`src/rtl/fifo_arbiter_if.sv`:
```
// Handshake bundle between fifo_arbiter and the eight FIFOs around it.
// Valid/ready semantics: an input FIFO pops when its rd_en bit is high at a
// rising edge and presents that word on its in_data slice during the next
// cycle. A destination FIFO pushes out_data when its wr_en bit is high at a
// rising edge. out_almost_full acts as the destination-side ready (low means
// ready), and in_empty low acts as the source-side valid.
interface fifo_arbiter_if #(
   parameter int DATA_W = 10,
   parameter int N_CH   = 4
);
   logic [N_CH-1:0]        in_empty;
   logic [N_CH*DATA_W-1:0] in_data;
   logic [N_CH-1:0]        out_almost_full;
   logic [N_CH-1:0]        rd_en;
   logic [N_CH-1:0]        wr_en;
   logic [DATA_W-1:0]      out_data;

   // Arbiter side
   modport master (
      input  in_empty, in_data, out_almost_full,
      output rd_en, wr_en, out_data
   );

   // FIFO side
   modport slave (
      output in_empty, in_data, out_almost_full,
      input  rd_en, wr_en, out_data
   );
endinterface

```
`src/rtl/fifo_arbiter.sv`:
```
// fifo_arbiter: pops one word per cycle from four input FIFOs, routes it by
// word[DATA_W-1:DATA_W-2] to one of four destination FIFOs, sequences
// RESET/INIT/IDLE/ACTIVE and distributes the almost-full/empty thresholds.
// Rd-to-wr latency is fixed at 2 cycles; at most 2 words are in flight.
// Optional macro ARB_STRICT_PRIO_EN: fixed priority (input 0 highest)
// replaces round-robin arbitration.
module fifo_arbiter #(
   parameter int DATA_W = 10,
   parameter int N_CH   = 4,
   parameter int TH_W   = 3
) (
   input  logic                clk,
   input  logic                reset_L,
   input  logic                init,
   input  logic [TH_W-1:0]     umbral_af_in,
   input  logic [TH_W-1:0]     umbral_ae_in,
   fifo_arbiter_if.master      bus,
   output logic [TH_W-1:0]     umbral_af_out,
   output logic [TH_W-1:0]     umbral_ae_out,
   output logic [1:0]          state,
   output logic                idle
);

   // The destination field is 2 bits, so the channel select is 2 bits.
   localparam int SEL_W = 2;

   typedef enum logic [1:0] {
      S_RESET  = 2'd0,
      S_INIT   = 2'd1,
      S_IDLE   = 2'd2,
      S_ACTIVE = 2'd3
   } state_t;

   state_t              state_q;
   logic [N_CH-1:0]     rd;
   logic [SEL_W-1:0]    win;
   logic                found;
   logic                grant_ok;
   logic                grant;
   logic                v1;        // word popped last cycle, now on its slice
   logic                v2;        // word registered, wr_en pulse this cycle
   logic [SEL_W-1:0]    sel1;
   logic [DATA_W-1:0]   word1;
   logic [N_CH-1:0]     wr_q;
   logic [DATA_W-1:0]   data_q;
`ifndef ARB_STRICT_PRIO_EN
   logic [SEL_W-1:0]    rr_last;
   logic [SEL_W-1:0]    idx;
`endif

   // Grant selection: global backpressure and init both block every grant.
   always_comb begin
      grant_ok = (state_q == S_ACTIVE) && !init && (bus.out_almost_full == '0);
      found    = 1'b0;
      win      = '0;
`ifdef ARB_STRICT_PRIO_EN
      for (int i = N_CH - 1; i >= 0; i--) begin
         if (!bus.in_empty[i]) begin
            found = 1'b1;
            win   = SEL_W'(i);
         end
      end
`else
      idx = '0;
      for (int k = 1; k <= N_CH; k++) begin
         idx = rr_last + SEL_W'(k);
         if (!found && !bus.in_empty[idx]) begin
            found = 1'b1;
            win   = idx;
         end
      end
`endif
      rd = '0;
      if (grant_ok && found) begin
         rd[win] = 1'b1;
      end
   end

   assign grant      = |rd;
   assign bus.rd_en  = rd;
   assign word1      = bus.in_data[int'(sel1) * DATA_W +: DATA_W];

   // Control FSM with threshold registers; thresholds load only in INIT.
   always_ff @(posedge clk or negedge reset_L) begin
      if (!reset_L) begin
         state_q       <= S_RESET;
         umbral_af_out <= '0;
         umbral_ae_out <= '0;
      end else begin
         case (state_q)
            S_RESET: state_q <= S_INIT;
            S_INIT: begin
               umbral_af_out <= umbral_af_in;
               umbral_ae_out <= umbral_ae_in;
               if (!init) state_q <= S_IDLE;
            end
            S_IDLE: begin
               if (init)                     state_q <= S_INIT;
               else if (bus.in_empty != '1)  state_q <= S_ACTIVE;
            end
            S_ACTIVE: begin
               if (init)                     state_q <= S_INIT;
               else if (bus.in_empty == '1)  state_q <= S_IDLE;
            end
            default: state_q <= S_RESET;
         endcase
      end
   end

   // Two-stage data path: remember who was popped, then register the word
   // and decode its destination into a single-cycle wr_en pulse.
   always_ff @(posedge clk or negedge reset_L) begin
      if (!reset_L) begin
         v1     <= 1'b0;
         v2     <= 1'b0;
         sel1   <= '0;
         wr_q   <= '0;
         data_q <= '0;
      end else begin
         v1 <= grant;
         v2 <= v1;
         if (grant) sel1 <= win;
         if (v1) begin
            data_q <= word1;
            wr_q   <= {{(N_CH-1){1'b0}}, 1'b1} << word1[DATA_W-1 -: SEL_W];
         end else begin
            wr_q   <= '0;
         end
      end
   end

`ifndef ARB_STRICT_PRIO_EN
   // Round-robin pointer: remembers the last winner; 3 makes input 0 first.
   always_ff @(posedge clk or negedge reset_L) begin
      if (!reset_L)   rr_last <= 2'd3;
      else if (grant) rr_last <= win;
   end
`endif

   assign bus.wr_en    = wr_q;
   assign bus.out_data = data_q;
   assign state        = state_q;
   assign idle         = (state_q == S_IDLE) && !v1 && !v2;

endmodule

```
`src/flat_wrapper.sv`:
```
// flat-port wrapper written by rule: the top's interface ports become plain ports
module fifo_arbiter_flat 
#(
   parameter int DATA_W = 10,
   parameter int N_CH   = 4,
   parameter int TH_W   = 3
)
  (clk, reset_L, init, umbral_af_in, umbral_ae_in, umbral_af_out, umbral_ae_out, state, idle, bus_in_empty, bus_in_data, bus_out_almost_full, bus_rd_en, bus_wr_en, bus_out_data);
  fifo_arbiter_if #(.DATA_W(DATA_W), .N_CH(N_CH)) bus_i ();
  input  logic clk;
  input  logic reset_L;
  input  logic init;
  input  logic [TH_W-1:0] umbral_af_in;
  input  logic [TH_W-1:0] umbral_ae_in;
  output logic [TH_W-1:0] umbral_af_out;
  output logic [TH_W-1:0] umbral_ae_out;
  output logic [1:0] state;
  output logic idle;
  input wire logic [$bits(bus_i.in_empty)-1:0] bus_in_empty;
  input wire logic [$bits(bus_i.in_data)-1:0] bus_in_data;
  input wire logic [$bits(bus_i.out_almost_full)-1:0] bus_out_almost_full;
  output wire logic [$bits(bus_i.rd_en)-1:0] bus_rd_en;
  output wire logic [$bits(bus_i.wr_en)-1:0] bus_wr_en;
  output wire logic [$bits(bus_i.out_data)-1:0] bus_out_data;
  assign bus_i.in_empty = bus_in_empty;
  assign bus_i.in_data = bus_in_data;
  assign bus_i.out_almost_full = bus_out_almost_full;
  assign bus_rd_en = bus_i.rd_en;
  assign bus_wr_en = bus_i.wr_en;
  assign bus_out_data = bus_i.out_data;
  fifo_arbiter #(.DATA_W(DATA_W), .N_CH(N_CH), .TH_W(TH_W)) u_core (.clk(clk), .reset_L(reset_L), .init(init), .umbral_af_in(umbral_af_in), .umbral_ae_in(umbral_ae_in), .bus(bus_i), .umbral_af_out(umbral_af_out), .umbral_ae_out(umbral_ae_out), .state(state), .idle(idle));
endmodule
```
`config.mk`:
```
export PLATFORM = sky130hd
export DESIGN_NAME = fifo_arbiter_flat
export DESIGN_NICKNAME = d
export VERILOG_FILES = /design/src/rtl/fifo_arbiter_if.sv /design/src/rtl/fifo_arbiter.sv /design/src/flat_wrapper.sv
export SDC_FILE = /design/constraint.sdc
export NUM_CORES = 1
export LEC_CHECK = 0
export ABC_AREA = 1
export CAP_MARGIN = 0
export CORE_ASPECT_RATIO = 0.6
export CORE_UTILIZATION = 36
export DETAILED_ROUTE_END_ITERATION = 16
export PLACE_DENSITY = 0.76
export SLEW_MARGIN = 20
export SYNTH_ARGS = -nofsm -noshare
export SYNTH_HDL_FRONTEND = slang
export SYNTH_SLANG_ARGS = --single-unit
```
`constraint.sdc`:
```
create_clock -name clk -period 1.9 [get_ports clk]
set_input_delay 0.57 -clock clk [delete_from_list [all_inputs] [get_ports clk]]
set_output_delay 0.57 -clock clk [all_outputs]
set_load 0.005 [all_outputs]
```
### After elaboration in Yosys (flattened, before gate mapping)

Cells that the tools add are included.

* multiplexer cells: 26
* multipliers: 1
* equality and inequality tests: 8
* add/sub/neg operators: 3
* shifts and indexed selects: 2
* reduce and logical (&&, ||, !) cells: 21
* $lt $le $gt $ge: 6

Operators by type and width (number)
* 40-bit by 32-bit variable part select with 10-bit output: 1
* 2-bit two-way mux: 9
* 2-bit by 3-bit < comparator with 1-bit output (second input constant): 5
* 1-bit logical AND: 9
* 1-bit two-way mux: 9
* 1-bit binary-select mux with 2-bit select: 4
* 1-bit logical NOT: 8
* 4-bit two-way mux: 2
* 2-bit one-hot mux with 4 select lines: 1
* 2-bit by 3-bit multiplier with 5-bit output (second input constant): 1
* 2-bit adder (second input constant): 2
* 2-bit == test (second input constant): 2
* 4-bit == test (second input constant): 1
* 4-bit logical NOT: 1
* 4-bit != test (second input constant): 1
* 4-bit OR reduction: 1
* 1-bit by 2-bit left shift with 4-bit output (first input constant): 1
* 3-bit by 2-bit != test with 1-bit output (second input constant): 1
* 3-bit != test (second input constant): 1
* 3-bit AND reduction: 1
* 2-bit by 1-bit adder with 2-bit output (second input constant): 1
* 1-bit demux with 2-bit select: 1
* 2-bit by 1-bit == test with 1-bit output (second input constant): 1
* 2-bit by 1-bit >= comparator with 1-bit output (second input constant): 1
* other kinds (2): 2

* register bits: 28
* input bits: 57
* output and inout port bits: 27

### Depth between registers and ports, before layout

* word-level depth: 18
* depth in mapped cells: 11
* depth with buffers taken out: 11

### Least setup slack after synthesis

Ideal clock, no wire load.

* path type: reg2out
* start: register u_core.rr_last[0]
* end: output port bus_rd_en[3]
* cell stages (with the launch flop): 12
* required time: 1.330 ns
* buffers on the path: 1
* slack: -0.026 ns
* data arrival time: 1.356 ns
* cells stage by stage: dfstp_2 > buf_6 > nand2_1 > nand2_2 > nand2_1 > nand2_1 > nand3_1 > nor2_2 > nor2_2 > nand2_2 > nand2_2 > nor2_2

* word-level cells in the longest chain between the ends: 17

Ends and longest elaborated chain
* start: declaration: line fifo_arbiter.sv:47 `logic [SEL_W-1:0] rr_last;`
* start signal: assignment: line fifo_arbiter.sv:136 `else if (grant) rr_last <= win;`
* 2-bit adder: line fifo_arbiter.sv:66 `idx = rr_last + SEL_W'(k);`
* 1-bit binary-select mux with 2-bit select: line fifo_arbiter.sv:67 `if (!found && !bus.in_empty[idx]) begin`
* 1-bit two-way mux (implied by the code): line fifo_arbiter.sv:67
* 1-bit logical NOT: line fifo_arbiter.sv:67
* 1-bit logical AND: line fifo_arbiter.sv:67
* 1-bit two-way mux: line fifo_arbiter.sv:67
* 1-bit logical NOT: line fifo_arbiter.sv:67
* 1-bit logical AND: line fifo_arbiter.sv:67
* 1-bit two-way mux: line fifo_arbiter.sv:67
* 1-bit logical NOT: line fifo_arbiter.sv:67
* 1-bit logical AND: line fifo_arbiter.sv:67
* 2-bit two-way mux: line fifo_arbiter.sv:67
* 2-bit by 3-bit < comparator with 1-bit output (implied by the code) or 2-bit by 1-bit >= comparator with 1-bit output (tied branches): line fifo_arbiter.sv:75 `rd[win] = 1'b1;`
* 1-bit logical AND (implied by the code): line fifo_arbiter.sv:75
* 1-bit two-way mux (implied by the code): line fifo_arbiter.sv:75
* 1-bit demux with 2-bit select
* 4-bit two-way mux (*): line fifo_arbiter.sv:74 `if (grant_ok && found) begin`
* end: declaration: line flat_wrapper.sv:22 `output wire logic [$bits(bus_i.rd_en)-1:0] bus_rd_en;`

Mark *: on every way between the ends. The rest lies on a longest branch, timed or not. The select of a mux whose other input is x is not followed.

### Final worst setup path

Ends and elaborated chain as after synthesis.

==> run metrics <==
status finished with violations; violated checks setup timing; Cells after Synth around 240; final hold vios 0; Worst slew margin between 60 and 70%; R2R depth 13; CTS Root Cell clkbuf_8; unrepaired setup endpoints after global routing yes; die height roughly 54 um; Remaining DRCs 0; DPL Wire Length approximately 3600 um; Placed Cells between 300 and 400; startpoint type of the worst setup path flop; Std-Cell Rows 18; Via Count 1902; CP dominant cell by count nand2_2; setup TNS -2.98 ns; Setup-failing EPs final 6; Max Cap Viol 0; crit end category primary output; Data arrival, critical path between 2 and 2.5 ns; static leakage 1.35 nW; setup ws final -0.741 ns; final clock skew roughly 0.0038 ns; drt pass-1 iters 4; first-pass GRT wire length 7530 um; WL met3 between 400 and 500 um; remaining antenna violation count after routing 0; crit-path max cell delay between 0.6 and 0.7 ns; pwr dens just under 900 mW/mm2; GRT overflow 0; largest net degree at the start of global routing 29; FF+latch count, synth 28; Max Used Layer met4; max-slew violations 0; WP data required between 1 and 1.5 ns; critical path, cell by cell buf_4 > nand2_1 > nand2_2 > nand2_1 > nand2_2 > nand3_1 > nor2_2 > nor2_4 > nand2_4 > nand2_2 > nor2_2 > buf_2; min Tclk post-route about 2.6 ns; IO Pins between 80 and 90; Mean Syn Cell Area around 7 um2; Slew @ Worst Pin about 0.5 ns; Seq/Total Area, Yosys a little over two fifths; core area 0.00426 mm2; Tcrit/Tclk final 139%; area delta synth->final 76.5%; share of layout cells above drive strength 1 25.4%; RR Startpoint u_core.rr_last[0]$_DFFE_PN1P_; nets@finish 404; Starting Density ~39%; GRT Overall Usage 20.9%; initial antenna violation count 0; port bufs between 80 and 90; f_max 379 MHz; clk buf depth 2; most frequent cells in the layout clkdlybuf4s50_1, nor2_1, nand2_1; Placer Congestion 0.777; synthesized cell area 0.00165 mm2; CP Class flop to primary output; Post-Place Cell Area around 0.0027 mm2; vias in the first global route 1704; RR Endpoint u_core.sel1[0]$_DFFE_PN0P_; Detailed Route WL roughly 5000 um; CTS tree done; M1 wire length 2420 um; clock sink total 28; Ant. Diodes 0; Max VDD drop approximately 410 uV; clock-pin slew on the worst setup and hold paths roughly 0.090 ns; CP Launch Point u_core.rr_last[0]$_DFFE_PN1P_; r2r setup slk -0.08 ns; H-tree lvl count 1; CTS buffer count 3; clock latency on the worst-skew pair 0.27 ns; cell area after layout about 0.0029 mm2; syn_nets between 200 and 300; Synth warnings 0; Worst Path Max Fanout 6; drt wl/cell approximately 12 um; Die W slightly below 90 um; initial DRC count between 70 and 80; slowest cell on the critical path dfstp_2; drt via density 4.68; most common cell after layout, fill and taps aside clkdlybuf4s50_1; Cell Count, Final, Fillers Out between 400 and 500; Distinct cells, synth 23; Hold Path Class flop to flop; routed wl met2 around 2100 um; Die ar. roughly 0.005 mm2; end point of the critical path bus_rd_en[3]
routing by layer:
layer  vias to the layer above  global-route usage (%)
li1                        977                       -
met5                         -                       0
met2                        69                    33.5
met1                       854                    28.2
met4                         0                    2.38
met3                         2                    7.39
layout make-up:
cell class                      instances  area, um2
Multi-Input combinational cell        181        946
Timing Repair Buffer                  113       1040
Sequential cell                        28        703
Tap cell                               60       75.1
Inverter                               19       73.8
Clock inverter                          1       30.0
Fill cell                             347       1340
Timing Repair inverter                  1       7.51
Clock buffer                            3       41.3
registers in the layout (all words and copies together), names as in the netlist:
register / cells
u_core.bus.out_data: 10
u_core.bus.wr_en: 4
u_core.rr_last: 2
u_core.sel1: 2
u_core.state: 2
u_core.umbral_ae_out: 3
u_core.umbral_af_out: 3
u_core.v1: 1
u_core.v2: 1
through the flow:
stage	hold WS [ns]	util [%]	total power, mW	setup slack, ns
floorplan	0.274	-	1.40	-0.0195
global placement	0.485	62.9	1.85	-1.07
detailed placement	0.479	62.9	1.87	-1.10
CTS	0.500	68.0	2.54	-0.666
global route	0.529	68.5	2.76	-0.844
finish	0.502	68.5	2.57	-0.741
Yosys cell counts:
| cell type | count | area (um2) |
|---|---|---|
| o21ai_1 | 1 | 5.00 |
| mux2_2 | 6 | 67.6 |
| dfstp_2 | 2 | 52.6 |
| nand2_1 | 61 | 229 |
| o41ai_1 | 1 | 8.76 |
| nor3_1 | 2 | 10.0 |
| buf_6 | 1 | 11.3 |
| o21a_1 | 1 | 7.51 |
| a21oi_1 | 2 | 10.0 |
| nand4_1 | 3 | 18.8 |
| inv_2 | 2 | 7.51 |
| nor4_1 | 1 | 6.26 |
| clkinv_1 | 1 | 3.75 |
| buf_1 | 2 | 7.51 |
| clkbuf_1 | 5 | 18.8 |
| dfrtp_1 | 26 | 651 |
| a31oi_1 | 8 | 50.1 |
| nor2_2 | 4 | 25.0 |
| nand3_1 | 14 | 70.1 |
| inv_1 | 16 | 60.1 |
| nand2_2 | 9 | 56.3 |
| nor2_1 | 51 | 191 |
| o21ai_0 | 17 | 85.1 |
power breakdown:
group / total (mW) / leakage (nW) / switching [mW] / internal (mW)
Sequential: 0.772 / 0.324 / 0.0735 / 0.699
Combinational: 1.35 / 0.986 / 0.701 / 0.646
Clock: 0.455 / 0.0357 / 0.174 / 0.282
Total: 2.57 / 1.35 / 0.948 / 1.63
critical path, delay by kind of cell, from the launching register on:
| kind | cells | cell delay [ns] |
|---|---|---|
| AND/OR/NAND/NOR | 10 | 0.87 |
| flip-flops | 1 | 0.67 |
| buffers and inverters | 2 | 0.27 |
timing repair:
action,in CTS,in global routing
cloned,1,0
pin swaps,18,0
resized for setup,52,7
setup buffers,10,1
endpoints found under the setup margin,6,9
hold buffers,0,0
cell families (layout without fill, tap and decap cells):
group | after synthesis | count (layout) | share of synthesized area, %
AND/OR/NAND/NOR | 145 | 145 | 36.7
flip-flops | 28 | 28 | 42.5
multiplexers | 6 | 6 | 4.09
AO/OA/AOI/OAI | 30 | 30 | 10.1
buffers and inverters | 27 | 137 | 6.59
worst min path at each step:
stage / from / to / cells after the start
floorplan: reset_L / u_core.bus.out_data[0]$_DFFE_PN0P_ / 0
global placement: u_core.bus.out_data[8]$_DFFE_PN0P_ / u_core.bus.out_data[8]$_DFFE_PN0P_ / 1
detailed placement: u_core.bus.out_data[8]$_DFFE_PN0P_ / u_core.bus.out_data[8]$_DFFE_PN0P_ / 1
CTS: u_core.bus.out_data[8]$_DFFE_PN0P_ / u_core.bus.out_data[8]$_DFFE_PN0P_ / 1
global route: u_core.umbral_af_out[0]$_DFFE_PN0N_ / u_core.umbral_af_out[0]$_DFFE_PN0N_ / 1
finish: u_core.bus.out_data[8]$_DFFE_PN0P_ / u_core.bus.out_data[8]$_DFFE_PN0P_ / 1
Power figures use the tool's default switching activity.
